--- src/rtl/md5_search_ctrl_if.sv ---
// Stage-0 feed and result taps of the unrolled MD5 round pipeline.
// The pipeline is free-running: no valid, no stall, fixed depth.
interface md5_search_ctrl_if;
   logic [31:0]  pipe_a;
   logic [31:0]  pipe_b;
   logic [31:0]  pipe_c;
   logic [31:0]  pipe_d;
   logic [511:0] pipe_m;
   logic [31:0]  res_a;
   logic [31:0]  res_b;
   logic [31:0]  res_c;
   logic [31:0]  res_d;

   modport master (
      output pipe_a, pipe_b, pipe_c, pipe_d, pipe_m,
      input  res_a, res_b, res_c, res_d
   );

   modport slave (
      input  pipe_a, pipe_b, pipe_c, pipe_d, pipe_m,
      output res_a, res_b, res_c, res_d
   );
endinterface

--- src/rtl/md5_search_ctrl.sv ---
// Candidate sequencer for a free-running MD5 pipeline: issues one block per clock,
// tags results LATENCY+1 clocks later and reports the first digest match; no backpressure.
module md5_search_ctrl #(
   parameter int LATENCY = 64
) (
   input  logic         clk,
   input  logic         rst,
   input  logic         start,
   input  logic         abort,
   input  logic [31:0]  range_lo,
   input  logic [31:0]  range_hi,
   input  logic [127:0] target_digest,
   md5_search_ctrl_if.master pipe,
   output logic         busy,
   output logic         found,
   output logic         done,
   output logic [31:0]  match_cand,
   output logic [31:0]  issued
);

   localparam logic [31:0] IV_A = 32'h67452301;
   localparam logic [31:0] IV_B = 32'hefcdab89;
   localparam logic [31:0] IV_C = 32'h98badcfe;
   localparam logic [31:0] IV_D = 32'h10325476;

   typedef enum logic [2:0] {
      S_IDLE,
      S_RUN,
      S_DRAIN,
      S_FOUND,
      S_EXH
   } state_t;

   function automatic logic [31:0] bswap(input logic [31:0] w);
      return {w[7:0], w[15:8], w[23:16], w[31:24]};
   endfunction

   function automatic logic [511:0] msg(input logic [31:0] x);
      return {x, 8'h80, 408'b0, 8'h20, 56'b0};
   endfunction

   state_t        state;
   state_t        state_nxt;
   logic [31:0]   cand;
   logic [31:0]   hi_q;
   logic [127:0]  target_q;
   logic [511:0]  m_q;
   logic          pipe_vld;
   logic [31:0]   pipe_cand;
   logic [LATENCY-1:0] tag_vld;
   logic [31:0]   tag_cand [LATENCY];
   logic [31:0]   match_q;
   logic [31:0]   issued_q;

   logic [127:0]  res_digest;
   logic          res_hit;
   logic          any_vld;
   logic          launch;
   logic          issue;
   logic          flush;
   logic          clear;
   logic          take_match;

   always_comb begin
      res_digest = {bswap(pipe.res_a + IV_A), bswap(pipe.res_b + IV_B),
                    bswap(pipe.res_c + IV_C), bswap(pipe.res_d + IV_D)};
      res_hit    = tag_vld[LATENCY-1] && (res_digest == target_q) &&
                   (state == S_RUN || state == S_DRAIN);
      // pipe_vld is the stage-0 tag and still counts as in flight
      any_vld    = pipe_vld || (|tag_vld);
   end

   always_ff @(posedge clk) begin
      if (rst) begin
         state <= S_IDLE;
      end else begin
         state <= state_nxt;
      end
   end

   always_comb begin
      state_nxt  = state;
      launch     = 1'b0;
      issue      = 1'b0;
      flush      = 1'b0;
      clear      = 1'b0;
      take_match = 1'b0;
      if (abort) begin
         state_nxt = S_IDLE;
         clear     = 1'b1;
      end else begin
         case (state)
            S_IDLE, S_FOUND, S_EXH: begin
               if (start) begin
                  launch    = 1'b1;
                  state_nxt = (range_hi < range_lo) ? S_EXH : S_RUN;
               end
            end
            S_RUN: begin
               if (res_hit) begin
                  take_match = 1'b1;
                  flush      = 1'b1;
                  state_nxt  = S_FOUND;
               end else begin
                  issue = 1'b1;
                  if (cand == hi_q) begin
                     state_nxt = S_DRAIN;
                  end
               end
            end
            S_DRAIN: begin
               if (res_hit) begin
                  take_match = 1'b1;
                  flush      = 1'b1;
                  state_nxt  = S_FOUND;
               end else if (!any_vld) begin
                  state_nxt = S_EXH;
               end
            end
            default: state_nxt = S_IDLE;
         endcase
      end
   end

   always_ff @(posedge clk) begin
      if (rst || clear) begin
         cand      <= '0;
         hi_q      <= '0;
         target_q  <= '0;
         m_q       <= '0;
         pipe_vld  <= 1'b0;
         pipe_cand <= '0;
         tag_vld   <= '0;
         match_q   <= '0;
         issued_q  <= '0;
      end else begin
         if (launch) begin
            cand     <= range_lo;
            hi_q     <= range_hi;
            target_q <= target_digest;
            issued_q <= '0;
            match_q  <= '0;
         end
         pipe_vld <= issue;
         if (issue) begin
            m_q       <= msg(cand);
            pipe_cand <= cand;
            issued_q  <= issued_q + 32'd1;
            // saturate on the last candidate so range_hi = FFFFFFFF never wraps
            if (cand != hi_q) begin
               cand <= cand + 32'd1;
            end
         end
         if (take_match) begin
            match_q <= tag_cand[LATENCY-1];
         end
         tag_vld <= flush ? '0 : {tag_vld[LATENCY-2:0], pipe_vld};
      end
   end

   always_ff @(posedge clk) begin
      tag_cand[0] <= pipe_cand;
      for (int k = 1; k < LATENCY; k++) begin
         tag_cand[k] <= tag_cand[k-1];
      end
   end

   assign pipe.pipe_a = IV_A;
   assign pipe.pipe_b = IV_B;
   assign pipe.pipe_c = IV_C;
   assign pipe.pipe_d = IV_D;
   assign pipe.pipe_m = m_q;

   assign busy       = (state == S_RUN) || (state == S_DRAIN);
   assign found      = (state == S_FOUND);
   assign done       = (state == S_FOUND) || (state == S_EXH);
   assign match_cand = match_q;
   assign issued     = issued_q;

endmodule

--- src/flat_wrapper.sv ---
// flat-port wrapper written by rule: the top's interface ports become plain ports
module md5_search_ctrl_flat 
#(
   parameter int LATENCY = 64
)
  (clk, rst, start, abort, range_lo, range_hi, target_digest, busy, found, done, match_cand, issued, pipe_pipe_a, pipe_pipe_b, pipe_pipe_c, pipe_pipe_d, pipe_pipe_m, pipe_res_a, pipe_res_b, pipe_res_c, pipe_res_d);
  md5_search_ctrl_if pipe_i ();
  input  logic clk;
  input  logic rst;
  input  logic start;
  input  logic abort;
  input  logic [31:0] range_lo;
  input  logic [31:0] range_hi;
  input  logic [127:0] target_digest;
  output logic busy;
  output logic found;
  output logic done;
  output logic [31:0] match_cand;
  output logic [31:0] issued;
  output wire logic [$bits(pipe_i.pipe_a)-1:0] pipe_pipe_a;
  output wire logic [$bits(pipe_i.pipe_b)-1:0] pipe_pipe_b;
  output wire logic [$bits(pipe_i.pipe_c)-1:0] pipe_pipe_c;
  output wire logic [$bits(pipe_i.pipe_d)-1:0] pipe_pipe_d;
  output wire logic [$bits(pipe_i.pipe_m)-1:0] pipe_pipe_m;
  input wire logic [$bits(pipe_i.res_a)-1:0] pipe_res_a;
  input wire logic [$bits(pipe_i.res_b)-1:0] pipe_res_b;
  input wire logic [$bits(pipe_i.res_c)-1:0] pipe_res_c;
  input wire logic [$bits(pipe_i.res_d)-1:0] pipe_res_d;
  assign pipe_pipe_a = pipe_i.pipe_a;
  assign pipe_pipe_b = pipe_i.pipe_b;
  assign pipe_pipe_c = pipe_i.pipe_c;
  assign pipe_pipe_d = pipe_i.pipe_d;
  assign pipe_pipe_m = pipe_i.pipe_m;
  assign pipe_i.res_a = pipe_res_a;
  assign pipe_i.res_b = pipe_res_b;
  assign pipe_i.res_c = pipe_res_c;
  assign pipe_i.res_d = pipe_res_d;
  md5_search_ctrl #(.LATENCY(LATENCY)) u_core (.clk(clk), .rst(rst), .start(start), .abort(abort), .range_lo(range_lo), .range_hi(range_hi), .target_digest(target_digest), .pipe(pipe_i), .busy(busy), .found(found), .done(done), .match_cand(match_cand), .issued(issued));
endmodule
--- config.mk ---
export PLATFORM = sky130hd
export DESIGN_NAME = md5_search_ctrl_flat
export DESIGN_NICKNAME = d
export VERILOG_FILES = /design/src/rtl/md5_search_ctrl_if.sv /design/src/rtl/md5_search_ctrl.sv /design/src/flat_wrapper.sv
export SDC_FILE = /design/constraint.sdc
export NUM_CORES = 2
export LEC_CHECK = 0
export CORE_AREA = 2 2 405 407
export DETAILED_ROUTE_END_ITERATION = 10
export DIE_AREA = 0 0 407 409
export PLACE_DENSITY = 0.63
export SKIP_CTS_REPAIR_TIMING = 1
export SKIP_LAST_GASP = 1
export SLEW_MARGIN = 30
export SYNTH_ARGS = -nofsm -noshare
export SYNTH_HDL_FRONTEND = slang
export SYNTH_SLANG_ARGS = --single-unit
--- constraint.sdc ---
create_clock -name clk -period 6.5 [get_ports clk]
set_input_delay 1.95 -clock clk [delete_from_list [all_inputs] [get_ports clk]]
set_output_delay 1.95 -clock clk [all_outputs]
set_load 0.01 [all_outputs]
Yosys cells after proc, flatten, opt, wreduce, memory -nomap -nowiden
Memory sizes are Yosys's and may differ from the RTL's.
Index checks and enable logic that the tools add are counted.
Cells by class
  div/mod/pow operators: 0
  bitwise operators: 0
  add/subtract/negate cells: 6
  $lt $le $gt $ge: 1
  multipliers: 0
  equality and inequality tests: 10
  muxes and demuxes: 23
  shift operators: 0
  reduce and logical (&&, ||, !) cells: 15
Operators by type and width (number)
  two-way mux 32 bit: 6
  == test 128 bit: 1
  adder 32 x 1 -> 32 bit, second input constant: 2
  adder 32 bit, second input constant: 2
  OR reduction 64 bit: 1
  adder 32 x 29 -> 32 bit, second input constant: 1
  adder 32 x 31 -> 32 bit, second input constant: 1
  == test 32 bit: 1
  < comparator 32 bit: 1
  inequality test 32 bit: 1
  two-way mux 3 bit: 6
  two-way mux 1 bit: 10
  one-hot mux 3 bit (3 select lines): 1
  == test 3 x 2 -> 1 bit, second input constant: 2
  OR reduction 2 bit: 3
  logical OR 1 bit: 4
  nonzero test 2 bit: 2
  == test 3 x 1 -> 1 bit, second input constant: 1
  == test 3 bit, second input constant: 1
  zero test 3 bit: 1
  inequality test 3 x 1 -> 1 bit, second input constant: 1
  inequality test 3 x 2 -> 1 bit, second input constant: 1
  AND reduction 3 bit: 1
  OR reduction 3 bit: 1
  other kinds (2): 3
Word-level totals
  output and inout port bits: 707
  memory bits (writable): 2048
  bits in latches: 0
  memories: 1
  ROM bits: 0
  word-level logic and storage cells: 66
  bits in registers: 390
  input bits: 324
Memory list
  u_core.tag_cand: words 64, width 32, rd ports 64, clocked after memory_dff 0, write ports 64, RTL line md5_search_ctrl.sv:51  | logic [31:0] tag_cand [LATENCY];

Longest topological paths before layout
  word-level depth: 8
  depth in mapped cells: 16
  gate-level depth less buffers: 13

Worst setup path before layout
Ideal clock, no wire load.
  path kind: input to register
  start point: input pipe_res_c[1]
  end point: register u_core.issued_q[6], in the netlist u_core.issued[6]
  arrival: 5321 ps
  setup slack: 1056 ps
  buffers on the path: 2
  required time: 6377 ps
  cell stages on the path: 15
  library setup time: 123 ps
  path through: inv_1 ha_1 nor3b_2 a21oi_1 a311o_1 a2111oi_0 nand4_1 or4b_1 or4_4 nor4_4 buf_6 nor2_1 buf_6 nand3_1 mux2_1
Between the ends
  word-level cells in the longest chain between the ends: 8
  elaborated cells between the ends (all ways): 9
  classes of those cells: 1 x add/sub; 1 x eq/ne; 4 x mux; 3 x reduce/logical
Ends and longest elaborated chain
  start: declaration: RTL line flat_wrapper.sv:27  | input wire logic [$bits(pipe_i.res_c)-1:0] pipe_res_c;
  adder 32 bit (*): RTL line md5_search_ctrl.sv:66  | bswap(pipe.res_c + IV_C), bswap(pipe.res_d + IV_D)};
  == test 128 bit (*): RTL line md5_search_ctrl.sv:67  | res_hit = tag_vld[LATENCY-1] && (res_digest == target_q) &&
  logical AND 1 bit (*) (2 in series): RTL line md5_search_ctrl.sv:67
  two-way mux 1 bit (*): RTL line md5_search_ctrl.sv:100  | if (res_hit) begin
  two-way mux 1 bit (*): RTL line md5_search_ctrl.sv:92  | case (state)
  two-way mux 1 bit (*): RTL line md5_search_ctrl.sv:88  | if (abort) begin
  two-way mux 32 bit or nonzero test 2 bit (tied branches)
  end signal: assignment: RTL line md5_search_ctrl.sv:148  | issued_q <= issued_q + 32'd1;
  end: declaration: RTL line md5_search_ctrl.sv:53  | logic [31:0] issued_q;
Every way passes the cells marked *; elsewhere a longest branch is shown, timed or not.
A chain may end at the register's enable or synchronous reset.

Final worst setup path
  start point: input pipe_res_b[18]
  end point: register u_core.match_q[14], in the netlist u_core.match_cand[14]
Between the ends
  word-level cells in the longest chain between the ends: 8
  elaborated cells between the ends (all ways): 9
  classes of those cells: 1 x add/sub; 1 x eq/ne; 4 x mux; 3 x reduce/logical
Ends and longest elaborated chain
  start: declaration: RTL line flat_wrapper.sv:26  | input wire logic [$bits(pipe_i.res_b)-1:0] pipe_res_b;
  adder 32 bit (*): RTL line md5_search_ctrl.sv:65  | res_digest = {bswap(pipe.res_a + IV_A), bswap(pipe.res_b + IV_B),
  == test 128 bit (*): RTL line md5_search_ctrl.sv:67
  logical AND 1 bit (*) (2 in series): RTL line md5_search_ctrl.sv:67
  two-way mux 1 bit (*): RTL line md5_search_ctrl.sv:100, md5_search_ctrl.sv:112
  two-way mux 1 bit (*)
  two-way mux 1 bit (*): RTL line md5_search_ctrl.sv:88
  two-way mux 32 bit or nonzero test 2 bit (tied branches)
  end signal: assignment: RTL line md5_search_ctrl.sv:155  | match_q <= tag_cand[LATENCY-1];
  end: declaration: RTL line md5_search_ctrl.sv:52  | logic [31:0] match_q;
Marked as above.

==> impl_metrics.tcl <==
set metrics [dict create \
    outcome "completed" \
    critPathMostFrequentCell "buf_4" \
    fin_cells 8350 \
    hp-class "reg -> reg" \
    synthCells 5287 \
    hp-start "u_core.tag_cand[9][13]" \
    die_area_um2 166500 \
    reg2regPathDepth 13 \
    synth_flop_cell "dfxtp_1" \
    post-route-period-util_pct 93.73 \
    async_reset_ff_share_pct 0 \
    cts_tree "yes" \
    fin_skew_ps 58.50 \
    cts.sinks 2405 \
    finalWeightedCongestion 0.9113 \
    io_buffers 424 \
    placed_cells 7944 \
    clk_pin_slew_worst_paths_ps 60 \
    synth_mux_area_share_pct 1.065 \
    drc_errors 0 \
    die_height_um 409 \
    cp.required_ps 7210 \
    pin_count 1031 \
    rsz0062_at_grt "no" \
    cts_root_buf "clkbuf_16" \
    worstPathBufferInverterCount 4 \
    crit_family "simple AND/OR/NAND/NOR gates" \
    grt_max_degree 182 \
    ys_warn_count 0 \
    slew_headroom_pct 34.34 \
    ir_drop_mv 0.2835 \
    die_w_um 407 \
    via_per_inst 4.378 \
    core_area_um2 162000 \
    place_hpwl_mm 123.6 \
    cp_max_fo 32 \
    synth.distinct_cells 91 \
    hold_path_depth 0 \
    critPathSlowestCell "clkdlybuf4s50_1" \
    hold_viol 0 \
    grtUsageTotal_pct 18.86 \
    min_period_ps 6092 \
    drtPass1Iterations 8 \
    rows 148 \
    min_to "u_core.tag_cand[10][13]" \
    r2r-start "u_core.target_q[57]" \
    drive_above_1_share_pct 10.29 \
    power_density_nw_per_um2 365.3 \
    syn_area_um2 66030 \
    wl_mm 162.0 \
    drv_slew 0 \
    grt_pass1_wl_mm 227.6 \
    ys_seq_area_share_pct 72.92 \
    antenna_found_initial 26 \
    synth_top_family_by_area "simple AND/OR/NAND/NOR gates" \
    yosysTopAreaCell "dfxtp_1" \
    path_class "in -> reg" \
    start_util_pct 40.75 \
    max-cap-violations 0 \
    startpoint_type "input pin" \
    synth-compound-area-share_pct 5.795 \
    path_cells "clkdlybuf4s50_1 > xor2_1 > o22ai_1 > a2111oi_0 > o2111ai_1 > nor4_1 > nand4_1 > or4_4 > nor4_4 > buf_12 > buf_4 > buf_4 > nand3_1 > a21oi_1" \
    tightest_slew_ps 978.2 \
    yosys-top-cells-area "dfxtp_1 73%, buf_4 7.0%, nand2_1 2.6%" \
    postPlaceCellArea_um2 71870 \
    drt-wirelength-per-cell_um 19.40 \
    r2r_end "u_core.match_cand[14]" \
    synth-xor-area-share_pct 2.786 \
    clock_latency_ps 810 \
    synth_top_area_share_pct 72.92 \
    leakage_nw 31.87 \
    vias 36560 \
    globalRouteOverflowTotal 0 \
    design_area_um2 79410 \
    end_kind "flop" \
    max_freq_mhz 164.1 \
    fill_cells 14400 \
    hold_ws_ps 281.7 \
    p_total_mw 29.01 \
    avgSynthCellArea_um2 12.49 \
    htreeDepth 4 \
    drt_iter0_markers 2560 \
    clock_path_buffers 3 \
    syn2layout_area_growth_pct 20.27 \
    ant_nets 0 \
    synth-simple-area-share_pct 8.410 \
    synth_edf_count 0 \
    grt_pass1_vias 34410 \
    critical_path_arrival_ps 6800 \
    setup-violations-final 0 \
    synth_adder_area_share_pct 0.7011 \
    r2r_slack_ps 1780 \
    cts-buffers-inserted 216 \
    finish.net_count 6350 \
    ys_ff_latch 2405 \
    slowest_delay_ps 670 \
]
area by class of cell:
| class | instances | area [µm²] | area share, % |
|---|---|---|---|
| repair buffers | 653 | 6120 | 7.706 |
| multi-input cells | 2653 | 14710 | 18.53 |
| inverters | 60 | 225.2 | 0.2836 |
| clock buffers | 320 | 6367 | 8.018 |
| well taps | 2175 | 2721 | 3.427 |
| diodes | 6 | 15.01 | 0.01891 |
| flip-flops and latches | 2405 | 48150 | 60.63 |
| clock inverters | 78 | 1105 | 1.391 |
cell families (layout without fill, tap and decap cells):
kind of cell    after synthesis  after routing
compound gates              598            598
mux                          69             69
other cells                   2            612
buf+inv                     833           1111
fa+ha+maj                    37             37
flops                      2405           2405
simple gates               1133           1133
xor+xnor                    210            210
registers in the layout, indices dropped and copies added, names as in the netlist:
| register | cells |
|---|---|
| u_core.cand | 32 |
| u_core.pipe_vld | 1 |
| u_core.state | 3 |
| u_core.issued | 32 |
| u_core.match_cand | 32 |
| u_core.pipe_cand | 32 |
| u_core.pipe.pipe_m | 1 |
| u_core.hi_q | 32 |
| u_core.tag_cand | 2048 |
| u_core.tag_vld | 64 |
| u_core.target_q | 128 |
worst register-to-register path, cell delays in order, from the launching register on:
cell and delay [ps]:
dfxtp_1 460, xor2_1 400, nand3_1 300, a2111oi_0 550, o2111ai_1 220, or4_1 440, a211o_1 240, or4_1 580
nor4_4 390, buf_12 170, buf_4 200, buf_4 360, nand3_1 140, a21oi_1 160
metrics by stage:
stage / worst slack, ps / TNS, ps / utilization, %
CTS: 538.2 / 0 / 48.96
detailed placement: -356.0 / -40630 / 44.35
finish: 407.7 / 0 / 49.01
floorplan: 1056 / 0 / -
global route: 288.4 / 0 / 49.01
global placement: -293.8 / -30960 / 44.35
how the worst max path moves through the flow:
stage	startpoint	endpoint	slack (ps)	depth (start not counted)
5_1_grt	pipe_res_b[11]	u_core.match_cand[5]	290	15
4_1_cts	pipe_res_c[1]	u_core.cand[28]	540	14
6_report	pipe_res_b[18]	u_core.match_cand[14]	410	14
3_3_place_gp	pipe_res_c[1]	u_core.state[2]	-290	15
3_5_place_dp	pipe_res_c[1]	u_core.match_cand[26]	-360	14
2_1_floorplan	pipe_res_c[1]	u_core.issued[6]	1060	15
Yosys cell counts, types with 19 or more instances:
library cell,n
a211oi_1,29
a21o_1,27
a21oi_1,274
and2_1,80
and3_1,33
buf_4,614
clkbuf_1,132
dfxtp_1,2405
ha_1,37
inv_1,60
mux2i_1,59
nand2_1,454
nand3_1,133
nand4_1,57
nor2_1,136
nor3_1,56
nor4_1,41
o211ai_1,19
o21ai_0,64
or3_1,27
xnor2_1,140
xor2_1,70
per-layer routing:
metal	vias up	track usage [%]	part of all wire, %	wire length [µm]
li1	17710	-	-	-
met1	17560	26.85	47	76790
met2	1092	28.35	44	70890
met3	185	4.851	6.8	11040
met4	8	4.923	2.0	3187
met5	-	0	0.030	49
layout by cell type, fill, tap and decap left out, drive strengths merged, types with 14 or more instances in the layout:
cell / Yosys / layout
a2111oi: 15 / 15
a211oi: 31 / 31
a21o: 27 / 27
a21oi: 274 / 274
a31oi: 18 / 18
and2: 82 / 82
and3: 33 / 33
buf: 641 / 229
bufinv: 0 / 16
clkbuf: 132 / 320
clkdlybuf4s50: 0 / 424
clkinv: 0 / 42
clkinvlp: 0 / 14
conb: 2 / 606
dfxtp: 2405 / 2405
ha: 37 / 37
inv: 60 / 66
mux2i: 59 / 59
nand2: 454 / 454
nand2b: 15 / 15
nand3: 133 / 133
nand4: 59 / 59
nor2: 138 / 138
nor3: 58 / 58
nor4: 42 / 42
o211ai: 19 / 19
o21ai: 70 / 70
or2: 14 / 14
or3: 27 / 27
or4: 18 / 18
xnor2: 140 / 140
xor2: 70 / 70
power by group:
group	internal (mW)	switching (mW)	total [mW]
Combinational	0.505	0.871	1.38
Sequential	14.8	0.0632	14.9
Clock	7.46	5.31	12.8
(Power assumes the default switching activity.)
